## src/rtl/serial_pattern_tx.sv

```systemverilog
// Serial pattern transmitter: sends a latched PAT_W-bit pattern MSB-first,
// repeated a requested number of frames with idle gaps between them, and
// shows the completed-frame count on two active-high 7-segment digits.
module serial_pattern_tx #(
  parameter int PAT_W = 4,
  parameter int GAP   = 2
) (
  input  logic             CLK,
  input  logic             reset,
  input  logic             start,
  input  logic [PAT_W-1:0] pattern,
  input  logic [3:0]       repeats,
  output logic             out,
  output logic             out_valid,
  output logic             busy,
  output logic             done,
  output logic [3:0]       counter,
  output logic             a1,
  output logic             b1,
  output logic             c1,
  output logic             d1,
  output logic             e1,
  output logic             f1,
  output logic             g1,
  output logic             a2,
  output logic             b2,
  output logic             c2,
  output logic             d2,
  output logic             e2,
  output logic             f2,
  output logic             g2
);

  localparam int IDX_W = $clog2(PAT_W);
  localparam logic [IDX_W-1:0] IDX_TOP = IDX_W'(PAT_W - 1);
  localparam logic [3:0] GAP_TOP = 4'((GAP > 0) ? (GAP - 1) : 0);

  typedef enum logic [1:0] {
    S_IDLE,
    S_SEND,
    S_GAP,
    S_DONE
  } state_t;

  state_t           state_q, state_d;
  logic [IDX_W-1:0] index_q, index_d;
  logic [PAT_W-1:0] pattern_q, pattern_d;
  logic [3:0]       remaining_q, remaining_d;
  logic [3:0]       gap_cnt_q, gap_cnt_d;
  logic [3:0]       counter_q, counter_d;
  logic             out_q, out_d;
  logic             out_valid_q, out_valid_d;
  logic             busy_q, busy_d;
  logic             done_q, done_d;

  logic [3:0]       ones_digit;
  logic [3:0]       tens_digit;

  // Maps a decimal digit to active-high abcdefg segments.
  function automatic logic [6:0] seg7(input logic [3:0] digit);
    case (digit)
      4'd0:    seg7 = 7'b1111110;
      4'd1:    seg7 = 7'b0110000;
      4'd2:    seg7 = 7'b1101101;
      4'd3:    seg7 = 7'b1111001;
      4'd4:    seg7 = 7'b0110011;
      4'd5:    seg7 = 7'b1011011;
      4'd6:    seg7 = 7'b1011111;
      4'd7:    seg7 = 7'b1110000;
      4'd8:    seg7 = 7'b1111111;
      4'd9:    seg7 = 7'b1111011;
      default: seg7 = 7'b0000000;
    endcase
  endfunction

  // Next-state logic: request acceptance, bit stepping, frame/gap sequencing.
  always_comb begin
    state_d     = state_q;
    index_d     = index_q;
    pattern_d   = pattern_q;
    remaining_d = remaining_q;
    gap_cnt_d   = gap_cnt_q;
    counter_d   = counter_q;
    case (state_q)
      S_IDLE: begin
        if (start) begin
          if (repeats != 4'd0) begin
            pattern_d   = pattern;
            remaining_d = repeats;
            index_d     = IDX_TOP;
            state_d     = S_SEND;
          end else begin
            state_d = S_DONE;
          end
        end
      end
      S_SEND: begin
        if (index_q == '0) begin
          counter_d   = counter_q + 4'd1;
          remaining_d = remaining_q - 4'd1;
          if (remaining_q == 4'd1) begin
            state_d = S_DONE;
          end else if (GAP > 0) begin
            state_d   = S_GAP;
            gap_cnt_d = GAP_TOP;
          end else begin
            index_d = IDX_TOP;
          end
        end else begin
          index_d = index_q - 1'b1;
        end
      end
      S_GAP: begin
        if (gap_cnt_q == 4'd0) begin
          state_d = S_SEND;
          index_d = IDX_TOP;
        end else begin
          gap_cnt_d = gap_cnt_q - 4'd1;
        end
      end
      S_DONE: begin
        state_d = S_IDLE;
      end
      default: begin
        state_d = S_IDLE;
      end
    endcase
  end

  // Output values are derived from the upcoming state so they register alongside it.
  always_comb begin
    out_d       = 1'b0;
    out_valid_d = 1'b0;
    busy_d      = 1'b0;
    done_d      = 1'b0;
    case (state_d)
      S_SEND: begin
        out_d       = pattern_d[index_d];
        out_valid_d = 1'b1;
        busy_d      = 1'b1;
      end
      S_GAP: begin
        busy_d = 1'b1;
      end
      S_DONE: begin
        done_d = 1'b1;
      end
      default: begin
        out_d = 1'b0;
      end
    endcase
  end

  // State and output registers; reset discards any in-flight request.
  always_ff @(posedge CLK) begin
    if (reset) begin
      state_q     <= S_IDLE;
      index_q     <= '0;
      pattern_q   <= '0;
      remaining_q <= 4'd0;
      gap_cnt_q   <= 4'd0;
      counter_q   <= 4'd0;
      out_q       <= 1'b0;
      out_valid_q <= 1'b0;
      busy_q      <= 1'b0;
      done_q      <= 1'b0;
    end else begin
      state_q     <= state_d;
      index_q     <= index_d;
      pattern_q   <= pattern_d;
      remaining_q <= remaining_d;
      gap_cnt_q   <= gap_cnt_d;
      counter_q   <= counter_d;
      out_q       <= out_d;
      out_valid_q <= out_valid_d;
      busy_q      <= busy_d;
      done_q      <= done_d;
    end
  end

  // Split the 0..15 frame count into decimal tens and ones.
  always_comb begin
    ones_digit = counter_q;
    tens_digit = 4'd0;
    if (counter_q >= 4'd10) begin
      ones_digit = counter_q - 4'd10;
      tens_digit = 4'd1;
    end
  end

  assign out       = out_q;
  assign out_valid = out_valid_q;
  assign busy      = busy_q;
  assign done      = done_q;
  assign counter   = counter_q;

  assign {a1, b1, c1, d1, e1, f1, g1} = seg7(ones_digit);
  assign {a2, b2, c2, d2, e2, f2, g2} = seg7(tens_digit);

endmodule

```

## config.mk

```make
export PLATFORM = sky130hd
export DESIGN_NAME = serial_pattern_tx
export DESIGN_NICKNAME = d
export VERILOG_FILES = /design/src/rtl/serial_pattern_tx.sv
export SDC_FILE = /design/constraint.sdc
export NUM_CORES = 1
export LEC_CHECK = 0
export CAP_MARGIN = 40
export CORE_MARGIN = 8
export CORE_UTILIZATION = 55
export CTS_CLUSTER_SIZE = 30
export DETAILED_ROUTE_END_ITERATION = 6
export MAX_ROUTING_LAYER = met4
export PLACE_DENSITY = 0.93
export SLEW_MARGIN = 20
export SYNTH_ARGS = -nofsm -noshare
export SYNTH_HDL_FRONTEND = slang
export SYNTH_SLANG_ARGS = --single-unit
```

## constraint.sdc

```tcl
create_clock -name CLK -period 6.1 [get_ports CLK]
set_input_delay 1.22 -clock CLK [delete_from_list [all_inputs] [get_ports CLK]]
set_output_delay 1.22 -clock CLK [all_outputs]
set_load 0.05 [all_outputs]
```

==> qor.csv <==
stage,metric,value,unit
route,vias,1355,
global_routing,antenna violations before repair,0,
power,power per standard cell area,362,nW/um^2
synth,Synth Cell Area,1600,um^2
floorplan,Core Rows,19,
synth,Post-synth ARST share,0,
synth,"Top FF cell, synth",dfxtp_1,
worst_hold_path,Hold Path Class,register to register,
synth,synthesis-stage register bit count,24,
worst_setup_path,Reg-to-Reg Start,gap_cnt_q[0],
final_layout,cell area after layout,1880,um^2
synth,dominant cell type by area after synthesis,dfxtp_1,
worst_setup_path,WP data arrival,3.10,ns
worst_setup_path,Crit path required time,4.88,ns
timing,unrepaired setup endpoints after global routing,no,
route,# DRC,0,
clocking,Post-CTS Setup Bufs,0,
power,Max IR drop VDD,0.337,mV
global_routing,vias in the first global route,1262,
timing,Highest Clock Rate,0.231,GHz
global_routing,"Most Used Layer, Global Route",met2,
floorplan,Die X,69.9,um
clocking,clk buf depth,2,
floorplan,CORE AREA,2760,um^2
synth,cell count after synthesis,184,
route,Iteration-0 DRC Markers,35,
route,Antenna Nets Post-Route,0,
route,final wirelength,3.18,mm
floorplan,die boundary height,69.9,um
global_routing,grt met2 use,0.203,
clocking,CTS tree,built,
timing,setup tns final,0,ns
clocking,clock sink total,24,
final_layout,ratio of cells with drive above 1 in the final layout,0.0825,
worst_setup_path,crit start category,register,
power,Leak,0.738,nW
synth,Syn. warnings,0,
place,Place WS,2.14,ns
final_layout,post-layout util,0.681,
final_layout,Area Overhead vs Synth,17.5,%
timing,final setup fails,0,
timing,clock skew,0.00646,ns
floorplan,Top-Level Pins,33,
global_routing,gr ovfl total,0,
synth,Post-synth EDFFs,0,
global_routing,largest net degree at the start of global routing,24,
timing,Final min period,4.32,ns
place,HPWL Detailed,2.42,mm
route,via-per-instance ratio,5.72,
synth,"Avg Cell Area, Syn",8.68,um^2
floorplan,initial core utilization,0.579,
worst_setup_path,reg2reg path depth,10,
global_routing,gr usage total,0.130,
clocking,# H-tree levels,1,
timing,final max-slew violation count,0,
worst_hold_path,Hold Path Cell Cnt,2,
synth,dominant cells by area after synthesis,"dfxtp_1, ha_1, a21oi_1",
timing,worst slew pin tran,0.656,ns
route,1st-pass router iterations,4,
clocking,CTS Hold Bufs,0,
worst_setup_path,largest delay contributor family on the critical path,buffers and inverters,
power,total power,679,uW
worst_setup_path,FF-to-FF setup slack,3.77,ns
worst_setup_path,Reg-to-Reg End,out,
route,post-DR wirelength/cell,13.4,um
final_layout,ant diodes,0,
worst_setup_path,crit path cell chain,inv_1 > ha_1 > o21bai_1 > mux2i_1 > ha_1 > o211ai_1 > o31ai_1 > a21oi_1 > clkdlybuf4s50_1,
worst_setup_path,Crit. End Element,output pin,
synth,Yosys top cell area share,0.301,
worst_setup_path,crit-path most repeated cell,ha_1,
worst_hold_path,Hold Crit Start,gap_cnt_q[1],
clocking,CTS Buf Count,3,
global_routing,first-pass GRT wire length,5.42,mm
worst_hold_path,Hold Path End,gap_cnt_q[1],
floorplan,die area,4890,um^2
worst_setup_path,CP Class,register to output pin,
clocking,clk root buf,clkbuf_4,
worst_setup_path,critical path buffer and inverter count,2,
timing,count of final hold-check violations,0,
clocking,CTS resizes,0,
timing,PnR worst setup slack,1.78,ns
status,status,"finished, final reports clean",
synth,"Seq/Total Area, Yosys",0.301,
flow_run,MaxCap Viol Count,0,
global_routing,met3 usage,0.0353,
worst_setup_path,crit-path max cell delay,0.81,ns
place,Placed Instance Area,1840,um^2
place,Port-buffer cells,29,
clocking,Worst-Skew Late Latency,0.30,ns
synth,Synth cell types,53,
clocking,"Reg clk slew, reported paths",0.12,ns
final_layout,Final nets,231,
worst_setup_path,CP max-delay cell,clkdlybuf4s50_1,
worst_setup_path,crit-path max FO,7,
timing,Slew HR,0.558,
place,RePlAce Congestion,0.884,
timing,Final Cycle Share,0.709,
global_routing,met1 usage,0.154,
## Yosys cell counts, drive strengths merged, types with 4 or more instances
cell	number
a21oi	18
a31oi	4
buf	10
dfxtp	24
ha	12
inv	10
mux2i	7
nand2	10
nand2b	5
nor2	21
nor3b	4
o21ai	10
## per-stage QoR
step | hold WS, ns | std cells
global route | 0.519 | 237
detailed placement | 0.472 | 233
floorplan | 0.441 | 185
CTS | 0.490 | 236
finish | 0.488 | 237
global placement | 0.459 | 233
## sequential cells by signal (all words and copies together), names as in the netlist
signal and cells:
pattern_q 4, busy 1, remaining_q 4, counter 4
gap_cnt_q 4, index_q 2, out 1, done 1
state_q 2, out_valid 1
## layer usage
metal	vias up	share of wire
met2	30	0.46
met5	-	0
met1	626	0.48
met4	0	0.0066
li1	697	-
met3	2	0.048
## cells by family (layout without fill, tap and decap cells)
family / Yosys count / in the layout / share of synthesized area
adder cells (fa/ha/maj): 12 / 12 / 0.0940
buffers and inverters: 22 / 43 / 0.0783
other: 2 / 3 / 0.00470
multiplexers: 7 / 7 / 0.0439
flip-flops: 24 / 24 / 0.301
XOR/XNOR: 4 / 4 / 0.0219
AO/OA/AOI/OAI: 53 / 53 / 0.234
AND/OR/NAND/NOR: 60 / 60 / 0.222
## power by group
| part | internal (mW) | switching [mW] | total [mW] |
|---|---|---|---|
| clock network | 0.0230 | 0.0428 | 0.0658 |
| registers | 0.189 | 0.0380 | 0.227 |
| logic | 0.155 | 0.231 | 0.386 |
## how the worst max path moves through the flow
stage / start / endpoint / slack, ns / cells after the start
detailed placement: counter[0] / d1 / 2.14 / 9
floorplan: counter[0] / a1 / 1.96 / 6
CTS: counter[0] / d1 / 1.78 / 9
finish: counter[0] / d1 / 1.78 / 9
global placement: counter[0] / d1 / 2.20 / 9
global route: counter[0] / d1 / 1.54 / 9
## tightest hold or removal path, cell delays in order (launching register included)
cell	delay (ns)
dfxtp_1	0.35
nand2_1	0.06
a21oi_1	0.05
## final cells by class
class	count	area, um^2
timing repair buffer	30	302
clock buffer	3	22.5
sequential	24	480
inverter	10	37.5
fill	240	881
multi-input combinational	139	996
tap	31	38.8
## layout by cell type (no fill, tap or decap), types with 2 or more instances in the layout
cell             instances
a21oi_1                 18
a211oi_1                 2
nand3_1                  2
o21ai_0                  8
nand2b_1                 5
nor2b_1                  3
clkdlybuf4s50_1         29
inv_1                   10
nor4_1                   2
conb_1                   3
or3_1                    3
o211ai_1                 2
nor3_1                   2
nand2_1                  9
nor2_1                  21
ha_1                    12
a31oi_1                  4
mux2i_1                  7
clkbuf_4                 3
xnor2_1                  3
dfxtp_1                 24
o21ai_1                  2
nor3b_1                  2
o21a_1                   2
Note: power is estimated with default switching activity, not from simulation.
